**src/rtl/alu_pkg.sv**
```systemverilog
// Shared opcode definitions and helpers for the registered ALU and its iterative engine.
package alu_pkg;

    typedef enum logic [3:0] {
        OP_ADD  = 4'd0,
        OP_ASHL = 4'd1,
        OP_XNOR = 4'd2,
        OP_DIV2 = 4'd3,
        OP_LOAD = 4'd4,
        OP_PASS = 4'd5,
        OP_NEG  = 4'd6,
        OP_SHLN = 4'd7,
        OP_SHRN = 4'd8,
        OP_MUL  = 4'd9
    } op_t;

    localparam logic [3:0] OP_LAST_LEGAL = 4'd9;

    function automatic logic is_multicycle(op_t op);
        return (op == OP_SHLN) || (op == OP_SHRN) || (op == OP_MUL);
    endfunction

endpackage

```
**src/rtl/alu_iter.sv**
```systemverilog
// Iterative engine for SHLN/SHRN/MUL: one shift or shift-add step per clock,
// with fin flagging the cycle whose step is the last one.
module alu_iter
    import alu_pkg::*;
#(
    parameter int WIDTH = 8,
    parameter int SHW   = $clog2(WIDTH)
) (
    input  logic             clk,
    input  logic             rst_n,
    input  logic             go,
    input  op_t              op,
    input  logic [WIDTH-1:0] ac,
    input  logic [WIDTH-1:0] dr,
    input  logic [SHW-1:0]   shamt,
    output logic             fin,
    output logic [WIDTH-1:0] res,
    output logic             e_out
);

    localparam int CW = $clog2(WIDTH + 1);

    logic [CW-1:0]      cnt_q, cnt_d;
    op_t                op_q, op_d;
    logic [WIDTH-1:0]   sh_q, sh_d;
    logic [2*WIDTH-1:0] mc_q, mc_d;
    logic [2*WIDTH-1:0] acc_q, acc_d;

    logic [WIDTH-1:0]   sh_step;
    logic               e_step;
    logic [2*WIDTH-1:0] mc_step;
    logic [2*WIDTH-1:0] acc_step;

    // One iteration; for MUL, sh_q holds the remaining multiplier bits.
    always_comb begin
        sh_step  = sh_q;
        e_step   = 1'b0;
        mc_step  = mc_q;
        acc_step = acc_q;
        case (op_q)
            OP_SHLN: begin
                sh_step = {sh_q[WIDTH-2:0], 1'b0};
                e_step  = sh_q[WIDTH-1];
            end
            OP_SHRN: begin
                sh_step = {sh_q[WIDTH-1], sh_q[WIDTH-1:1]};
                e_step  = sh_q[0];
            end
            default: begin
                sh_step  = {1'b0, sh_q[WIDTH-1:1]};
                mc_step  = {mc_q[2*WIDTH-2:0], 1'b0};
                acc_step = acc_q + (sh_q[0] ? mc_q : '0);
            end
        endcase
    end

    always_comb begin
        res   = sh_step;
        e_out = e_step;
        if (op_q == OP_MUL) begin
            res   = acc_step[WIDTH-1:0];
            e_out = |acc_step[2*WIDTH-1:WIDTH];
        end
    end

    assign fin = (cnt_q == CW'(1));

    always_comb begin
        cnt_d = cnt_q;
        op_d  = op_q;
        sh_d  = sh_q;
        mc_d  = mc_q;
        acc_d = acc_q;
        if (go) begin
            op_d  = op;
            sh_d  = dr;
            mc_d  = {{WIDTH{1'b0}}, ac};
            acc_d = '0;
            cnt_d = (op == OP_MUL) ? CW'(WIDTH) : CW'(shamt);
        end else if (cnt_q != '0) begin
            sh_d  = sh_step;
            mc_d  = mc_step;
            acc_d = acc_step;
            cnt_d = cnt_q - CW'(1);
        end
    end

    always_ff @(posedge clk or negedge rst_n) begin
        if (!rst_n) begin
            cnt_q <= '0;
            op_q  <= OP_ADD;
        end else begin
            cnt_q <= cnt_d;
            op_q  <= op_d;
        end
    end

    always_ff @(posedge clk) begin
        sh_q  <= sh_d;
        mc_q  <= mc_d;
        acc_q <= acc_d;
    end

endmodule

```
**src/rtl/alu_seq.sv**
```systemverilog
// Registered ALU: single-cycle datapath, IDLE/RUN control FSM and output
// registers, delegating multi-cycle shifts and multiply to alu_iter.
module alu_seq
    import alu_pkg::*;
#(
    parameter int WIDTH = 8,
    parameter int SHW   = $clog2(WIDTH)
) (
    input  logic             clk,
    input  logic             rst_n,
    input  logic             start,
    input  logic [3:0]       op,
    input  logic [WIDTH-1:0] ac,
    input  logic [WIDTH-1:0] dr,
    input  logic [SHW-1:0]   shamt,
    output logic             busy,
    output logic             done,
    output logic [WIDTH-1:0] result,
    output logic             e,
    output logic             z
);

    typedef enum logic {S_IDLE, S_RUN} state_t;

    state_t           state_q, state_d;
    op_t              op_in;
    logic             accept, multi, go, fin;
    logic [WIDTH-1:0] it_res;
    logic             it_e;
    logic [WIDTH-1:0] sc_res;
    logic             sc_e, sc_upd;

    logic [WIDTH-1:0] result_q, result_d;
    logic             e_q, e_d, z_q, z_d, done_q, done_d;

    assign op_in  = op_t'(op);
    assign accept = start && (state_q == S_IDLE);
    // A zero-length shift degenerates to a single-cycle LOAD that keeps e.
    assign multi  = is_multicycle(op_in) && ((op_in == OP_MUL) || (shamt != '0));
    assign go     = accept && multi;

    alu_iter #(
        .WIDTH (WIDTH),
        .SHW   (SHW)
    ) u_iter (
        .clk   (clk),
        .rst_n (rst_n),
        .go    (go),
        .op    (op_in),
        .ac    (ac),
        .dr    (dr),
        .shamt (shamt),
        .fin   (fin),
        .res   (it_res),
        .e_out (it_e)
    );

    always_comb begin
        sc_res = result_q;
        sc_e   = e_q;
        sc_upd = 1'b1;
        case (op_in)
            OP_ADD:  {sc_e, sc_res} = {1'b0, ac} + {1'b0, dr};
            OP_ASHL: begin
                sc_res = {dr[WIDTH-2:0], 1'b0};
                sc_e   = dr[WIDTH-1];
            end
            OP_XNOR: sc_res = ~(ac ^ dr);
            OP_DIV2: begin
                sc_res = {dr[WIDTH-1], dr[WIDTH-1:1]};
                sc_e   = dr[0];
            end
            OP_LOAD: sc_res = dr;
            OP_PASS: sc_res = ac;
            OP_NEG:  sc_res = -dr;
            OP_SHLN, OP_SHRN: sc_res = dr;
            default: sc_upd = 1'b0;
        endcase
    end

    always_comb begin
        state_d = state_q;
        case (state_q)
            S_IDLE:  if (go)  state_d = S_RUN;
            S_RUN:   if (fin) state_d = S_IDLE;
            default: state_d = S_IDLE;
        endcase
    end

    always_comb begin
        result_d = result_q;
        e_d      = e_q;
        done_d   = 1'b0;
        if (state_q == S_RUN) begin
            if (fin) begin
                result_d = it_res;
                e_d      = it_e;
                done_d   = 1'b1;
            end
        end else if (accept && !multi) begin
            done_d = 1'b1;
            if (sc_upd) begin
                result_d = sc_res;
                e_d      = sc_e;
            end
        end
        z_d = (result_d == '0);
    end

    always_ff @(posedge clk or negedge rst_n) begin
        if (!rst_n) begin
            state_q  <= S_IDLE;
            result_q <= '0;
            e_q      <= 1'b0;
            z_q      <= 1'b1;
            done_q   <= 1'b0;
        end else begin
            state_q  <= state_d;
            result_q <= result_d;
            e_q      <= e_d;
            z_q      <= z_d;
            done_q   <= done_d;
        end
    end

    assign busy   = (state_q == S_RUN);
    assign done   = done_q;
    assign result = result_q;
    assign e      = e_q;
    assign z      = z_q;

endmodule

```
**config.mk**
```make
export PLATFORM = sky130hd
export DESIGN_NAME = alu_seq
export DESIGN_NICKNAME = d
export VERILOG_FILES = /design/src/rtl/alu_pkg.sv /design/src/rtl/alu_iter.sv /design/src/rtl/alu_seq.sv
export SDC_FILE = /design/constraint.sdc
export NUM_CORES = 1
export LEC_CHECK = 0
export ABC_CLOCK_PERIOD_IN_PS = 7140
export CORE_AREA = 2 2 120 134
export CTS_BUF_LIST = sky130_fd_sc_hd__clkbuf_8
export DETAILED_ROUTE_END_ITERATION = 6
export DIE_AREA = 0 0 122 136
export DONT_BUFFER_PORTS = 1
export SLEW_MARGIN = 20
export SYNTH_ARGS = -nofsm -noshare
export SYNTH_HDL_FRONTEND = slang
export SYNTH_SLANG_ARGS = --single-unit
```
**constraint.sdc**
```tcl
create_clock -name clk -period 7.14 [get_ports clk]
set_input_delay 0.357 -clock clk [delete_from_list [all_inputs] [get_ports clk]]
set_output_delay 0.357 -clock clk [all_outputs]
set_load 0.03 [all_outputs]
```
Yosys cells after proc, flatten, opt, wreduce, memory -nomap -nowiden
Index checks and enable logic that the tools add are counted.
{"block": "classes", "addsub": 4, "n_eq_ne": 15, "n_mux": 31, "bitwise": 4, "reduce_logical": 23}
{"operator": "8-bit 2-to-1 mux", "count": 10}
{"operator": "8-bit one-hot mux with 7 select lines", "count": 1}
{"operator": "16-bit 2-to-1 mux", "count": 2}
{"operator": "4-bit by 3-bit equality test with 1-bit output (second input constant)", "count": 5}
{"operator": "16-bit adder", "count": 1}
{"operator": "4-bit equality test (second input constant)", "count": 4}
{"operator": "8-bit one-hot mux with 2 select lines", "count": 1}
{"operator": "4-bit 2-to-1 mux", "count": 3}
{"operator": "1-bit 2-to-1 mux", "count": 11}
{"operator": "8-bit by 8-bit adder with 9-bit output", "count": 1}
{"operator": "9-bit OR reduction", "count": 1}
{"operator": "4-bit by 1-bit equality test with 1-bit output (second input constant)", "count": 2}
{"operator": "4-bit by 2-bit equality test with 1-bit output (second input constant)", "count": 2}
{"operator": "8-bit zero test", "count": 1}
{"operator": "8-bit negator", "count": 1}
{"operator": "8-bit inverter", "count": 1}
{"operator": "4-bit nonzero test", "count": 2}
{"operator": "8-bit OR reduction", "count": 1}
{"operator": "8-bit XOR", "count": 1}
{"operator": "2-bit nonzero test", "count": 3}
{"operator": "1-bit logical AND", "count": 4}
{"operator": "4-bit zero test", "count": 1}
{"operator": "2-bit by 1-bit != test with 1-bit output (second input constant)", "count": 2}
{"operator": "1-bit one-hot mux with 2 select lines", "count": 2}
{"operator": "other kinds (10)", "count": 14}
{"block": "totals", "ff_bits": 60, "output_inout_bits": 12, "elab_cells": 88}

Longest topological paths before layout
{"block": "logic_depth", "word_depth": 9, "depth_mapped": 12, "depth_no_buf": 10}

By module
Synthesis repeated with hierarchy kept, for this count alone.
{"block": "hier_totals", "cells_unflattened": 581, "hier_area_um2": 4814.6}
{"mod": "alu_iter", "instances": 1, "cells_per_inst": 341, "area_each_um2": 2967.8}
{"mod": "alu_seq", "instances": 1, "cells_per_inst": 240, "area_each_um2": 1846.8}

Worst setup path before layout
OpenSTA, ideal clock, no wires.
{"block": "synth_timing", "kind": "register to register", "startpoint": "reg u_iter.sh_q[0]", "endpoint": "reg e_q (netlist: e)", "setup_time_ps": 129, "arrival_ps": 3223, "required_ps": 7011, "slack_ps": 3788, "stages_incl_launch_ff": 13, "path_buffers": 2, "path_cell_list": "edfxtp_1 > clkbuf_1 > clkbuf_1 > and2_1 > ha_1 > fa_1 > a211oi_2 > o21ai_1 > a31oi_1 > o21ai_1 > xor2_1 > or4_1 > o41a_1"}
{"block": "synth_between", "elab_chain_len": 7, "word_cells_on_any_way": 8}
{"item": "start: declaration", "line": "alu_iter.sv:25", "rtl": "logic [WIDTH-1:0] sh_q, sh_d;"}
{"item": "start signal: assignment", "line": "alu_iter.sv:99", "rtl": "sh_q <= sh_d;"}
{"item": "16-bit 2-to-1 mux", "line": "alu_iter.sv:52", "rtl": "acc_step = acc_q + (sh_q[0] ? mc_q : '0);"}
{"item": "16-bit adder", "line": "alu_iter.sv:52"}
{"item": "16-bit 2-to-1 mux", "line": "alu_iter.sv:40", "rtl": "case (op_q)"}
{"item": "8-bit OR reduction", "line": "alu_iter.sv:62", "rtl": "e_out = |acc_step[2*WIDTH-1:WIDTH];"}
{"item": "1-bit 2-to-1 mux (*)", "line": "alu_iter.sv:60", "rtl": "if (op_q == OP_MUL) begin"}
{"item": "1-bit 2-to-1 mux (*)", "line": "alu_seq.sv:95", "rtl": "if (fin) begin"}
{"item": "1-bit 2-to-1 mux (*)", "line": "alu_seq.sv:94", "rtl": "if (state_q == S_RUN) begin"}
{"item": "end signal: assignment", "line": "alu_seq.sv:114", "rtl": "e_q <= 1'b0;"}
{"item": "end signal: assignment", "line": "alu_seq.sv:120", "rtl": "e_q <= e_d;"}
{"item": "end: declaration", "line": "alu_seq.sv:34", "rtl": "logic e_q, e_d, z_q, z_d, done_q, done_d;"}
Mark *: on every way between the ends. The rest lies on a longest branch, timed or not. The select of a mux whose other input is x is not followed.
A chain may end at the register's enable or synchronous reset.

Final worst setup path
Ends and elaborated chain as after synthesis.

==> flow_summary.yaml <==
hold_path:
  worst_hold_path.num_cells: 2
  holdCritPathClass: "in -> reg"
  min_to: "u_iter.cnt_q[1]"
  hold_path_startpoint: "shamt[1]"
power_and_ir_drop:
  p_int_w: 0.00116
  netSwitchingFraction_pct: 46.8
  share_seq_of_total_power_pct: 35.0
  cellLeakagePower_nw: 1.96
  peakVddDrop_mv: 0.112
  p_sw_w: 0.00102
  powerDensity_nw_per_um2: 439
  clkPwrFrac_pct: 12.2
  power.combinational.fraction_pct: 52.8
detailed_routing:
  post-route-drc-count: 0
  vias: 4206
  avgRoutedWirePerCell_um: 17.7
  routed_via_count_divided_by_cell_count: 5.55
  drt_pass_1_iters: 5
  routed_wl_mm: 13.4
  antenna_violating_nets_left: 0
  drt_iter0_drc: 212
clock_network:
  tritoncts: "yes"
  cts.sink_count: 60
  latest_clock_arrival_within_the_worst_skew_pair_ps: 350
  ctsLongestPathBuffers: 2
  postCtsSetupRepairBufs: 0
  tritoncts.num_buffers: 9
  clock_tree.root_cell: "sky130_fd_sc_hd__clkbuf_8"
  cts_clk_pin_slew_worst_paths_ps: 70
  cts.htree.levels: 3
global_routing:
  first_pass_grt_wire_length_mm: 21.7
  grt_use_total_pct: 16.7
  overflow_left_after_global_routing: 0
  number_of_global_route_vias_before_repair: 4132
  grt_start_max_net_pins: 40
  antenna_found_initial: 0
critical_path:
  path_max_fanout: 19
  start_kind: "flip-flop"
  r2r_cells: 10
  critical_path.reg2reg.endpoint: "e"
  required_ps: 7370
  regToRegStartpoint: "u_iter.sh_q[0]"
  reg2reg_slack_ps: 3380
  arrival_ps: 3980
  timing.critical_path.to_type: "flip-flop"
  worstSetupPathType: "reg -> reg"
die:
  initial_utilization_pct: 30.3
  placeableCoreArea_um2: 15300
  floorplan.rows: 48
  io-pin-count: 38
  die_height_um: 136
  fp.dieW_um: 122
  die_area_um2: 16600
placement:
  globalplace.congestion: 0.979
  hpwl_mm: 10.1
  place.port_buffers: 0
synth:
  synthesis.instances: 567
  synth_warnings: 0
  postSynthRegisterBits: 60
  ys_types: 88
  ys_dominant_reg_cell: "sky130_fd_sc_hd__dfxtp_1"
  synth_enable_flop_cells: 16
  syn-mean-instance-area_um2: 8.18
  fraction_of_registers_with_async_set_reset_pct: 33.3
  yosysSeqAreaShare_pct: 31.6
  synthesis.nets: 622
  synth.cell_area_um2: 4640
sta:
  clock.fmax_mhz: 266
  setup_viol_count_final: 0
  timing.final.max_slew_violations: 0
  layout_worst_path_cycle_share_pct: 52.6
  fin_setup_tns_ps: 0
  timing.final.crit_period_ps: 3760
  holdWs_ps: 165
  max_slew_margin_pct: 26.6
  worstMarginPinSlew_ps: 1090
  grt_setup_unrepaired: "false"
  skew_ps: 13.3
  final_hold_viol_count: 0
cells_and_area:
  most-common-layout-cells: "sky130_fd_sc_hd__nand2_1, sky130_fd_sc_hd__a21oi_1, sky130_fd_sc_hd__nor2_1"
  area.growth.synth_to_final_pct: 6.83
  final_common_cell: "sky130_fd_sc_hd__nand2_1"
  nets: 608
  post_route_cells_drive_above_1_share_pct: 6.99
  antenna_cells: 0
run:
  max-cap-violations: 0
run_status:
  run_status: "finished clean"
-- synth_stat cells (5+ instances only) --
| cell type | n | area, um2 |
|---|---|---|
| sky130_fd_sc_hd__nor2_1 | 40 | 150 |
| sky130_fd_sc_hd__inv_1 | 11 | 41.3 |
| sky130_fd_sc_hd__a21oi_1 | 46 | 230 |
| sky130_fd_sc_hd__o21ai_0 | 21 | 105 |
| sky130_fd_sc_hd__dfxtp_1 | 24 | 480 |
| sky130_fd_sc_hd__o21a_1 | 5 | 37.5 |
| sky130_fd_sc_hd__o21ai_1 | 6 | 30.0 |
| sky130_fd_sc_hd__xnor2_1 | 9 | 78.8 |
| sky130_fd_sc_hd__a211oi_1 | 6 | 45.0 |
| sky130_fd_sc_hd__buf_2 | 9 | 45.0 |
| sky130_fd_sc_hd__nand2_1 | 97 | 364 |
| sky130_fd_sc_hd__dfrtp_1 | 19 | 475 |
| sky130_fd_sc_hd__a2bb2oi_1 | 5 | 43.8 |
| sky130_fd_sc_hd__clkbuf_1 | 17 | 63.8 |
| sky130_fd_sc_hd__ha_1 | 27 | 338 |
| sky130_fd_sc_hd__a21o_1 | 6 | 45.0 |
| sky130_fd_sc_hd__mux2i_1 | 8 | 80.1 |
| sky130_fd_sc_hd__a31oi_1 | 7 | 43.8 |
| sky130_fd_sc_hd__and2_1 | 19 | 119 |
| sky130_fd_sc_hd__a22oi_1 | 6 | 45.0 |
| sky130_fd_sc_hd__o31ai_1 | 7 | 52.6 |
| sky130_fd_sc_hd__o22ai_1 | 8 | 50.1 |
| sky130_fd_sc_hd__nor3_1 | 18 | 90.1 |
| sky130_fd_sc_hd__o211ai_1 | 6 | 45.0 |
| sky130_fd_sc_hd__xor2_1 | 8 | 70.1 |
| sky130_fd_sc_hd__edfxtp_1 | 16 | 480 |
| sky130_fd_sc_hd__nand3_1 | 18 | 90.1 |
-- routing by layer --
metal | global-route usage (%) | share of wire, % | up-vias
met5 | 0 | 0 | -
met3 | 3.15 | 5.3 | 18
li1 | - | - | 2056
met2 | 28.8 | 49 | 102
met1 | 20.5 | 44 | 2030
met4 | 6.51 | 1.8 | 0
-- registers in the layout (all words and copies together), names as in the netlist --
name,flops
busy,1
done,1
e,1
result,8
u_iter.acc_q,16
u_iter.cnt_q,4
u_iter.mc_q,16
u_iter.op_q,4
u_iter.sh_q,8
z,1
-- metrics by stage --
stage	cells	worst slack (ps)	cell area, um2	utilization, %	total power, W
final	758	3380	4950	32.3	0.00217
after global routing	758	3170	4950	32.3	0.00236
after CTS	758	3370	4950	32.3	0.00219
after detailed placement	741	3390	4780	31.2	0.00191
after global placement	741	3610	4780	31.2	0.00188
after floorplan	567	3790	4640	-	0.00164
-- cell families after synthesis --
group,count (synthesis),share of synthesized area (%)
AOI/OAI and AO/OA,169,25.1
xor gates and xnor gates,17,3.21
adders and majority gates,29,8.15
buffers and inverters,42,3.91
DFF,60,31.6
muxes,9,1.97
and+or+nand+nor,241,26.1
-- power by group through the flow --
stage | clock network, W | logic, W | registers, W
after floorplan | 0 | 0.000948 | 0.000687
after global placement | 0 | 0.00112 | 0.000756
after detailed placement | 0 | 0.00115 | 0.000766
after CTS | 0.000271 | 0.00115 | 0.000761
after global routing | 0.000283 | 0.00129 | 0.000785
final | 0.000265 | 0.00115 | 0.000761
-- critical path, cell delays in order (launching register included) --
cell	delay (ps)
sky130_fd_sc_hd__edfxtp_1	670
sky130_fd_sc_hd__and2_1	260
sky130_fd_sc_hd__ha_1	220
sky130_fd_sc_hd__fa_1	420
sky130_fd_sc_hd__a211oi_2	370
sky130_fd_sc_hd__o21ai_1	170
sky130_fd_sc_hd__a311oi_1	350
sky130_fd_sc_hd__o21bai_1	130
sky130_fd_sc_hd__xor2_1	180
sky130_fd_sc_hd__or4b_1	530
sky130_fd_sc_hd__o41a_1	320
-- what timing repair did --
item	4_1_cts	5_1_grt
resized for setup	0	0
hold buffers	1	0
setup endpoints to repair	0	0
hold endpoints to repair	20	0
-- worst max-delay path by stage --
stage,start,slack (ps),cells after the start,end
final,u_iter.sh_q[0],3380,10,e
after global routing,u_iter.sh_q[0],3170,10,e
after CTS,u_iter.sh_q[0],3370,10,e
after detailed placement,u_iter.sh_q[0],3390,10,e
after global placement,u_iter.sh_q[0],3610,10,e
after floorplan,u_iter.sh_q[0],3790,12,e
-- layout make-up --
| type | count | area (um2) |
|---|---|---|
| fill | 1609 | 10400 |
| multi-input combinational | 465 | 2990 |
| sequential | 60 | 1460 |
| tap | 200 | 250 |
| clock buffer | 10 | 138 |
| inverter | 13 | 48.8 |
| timing repair buffer | 4 | 32.5 |
| clock inverter | 6 | 26.3 |
(Power assumes the default switching activity.)
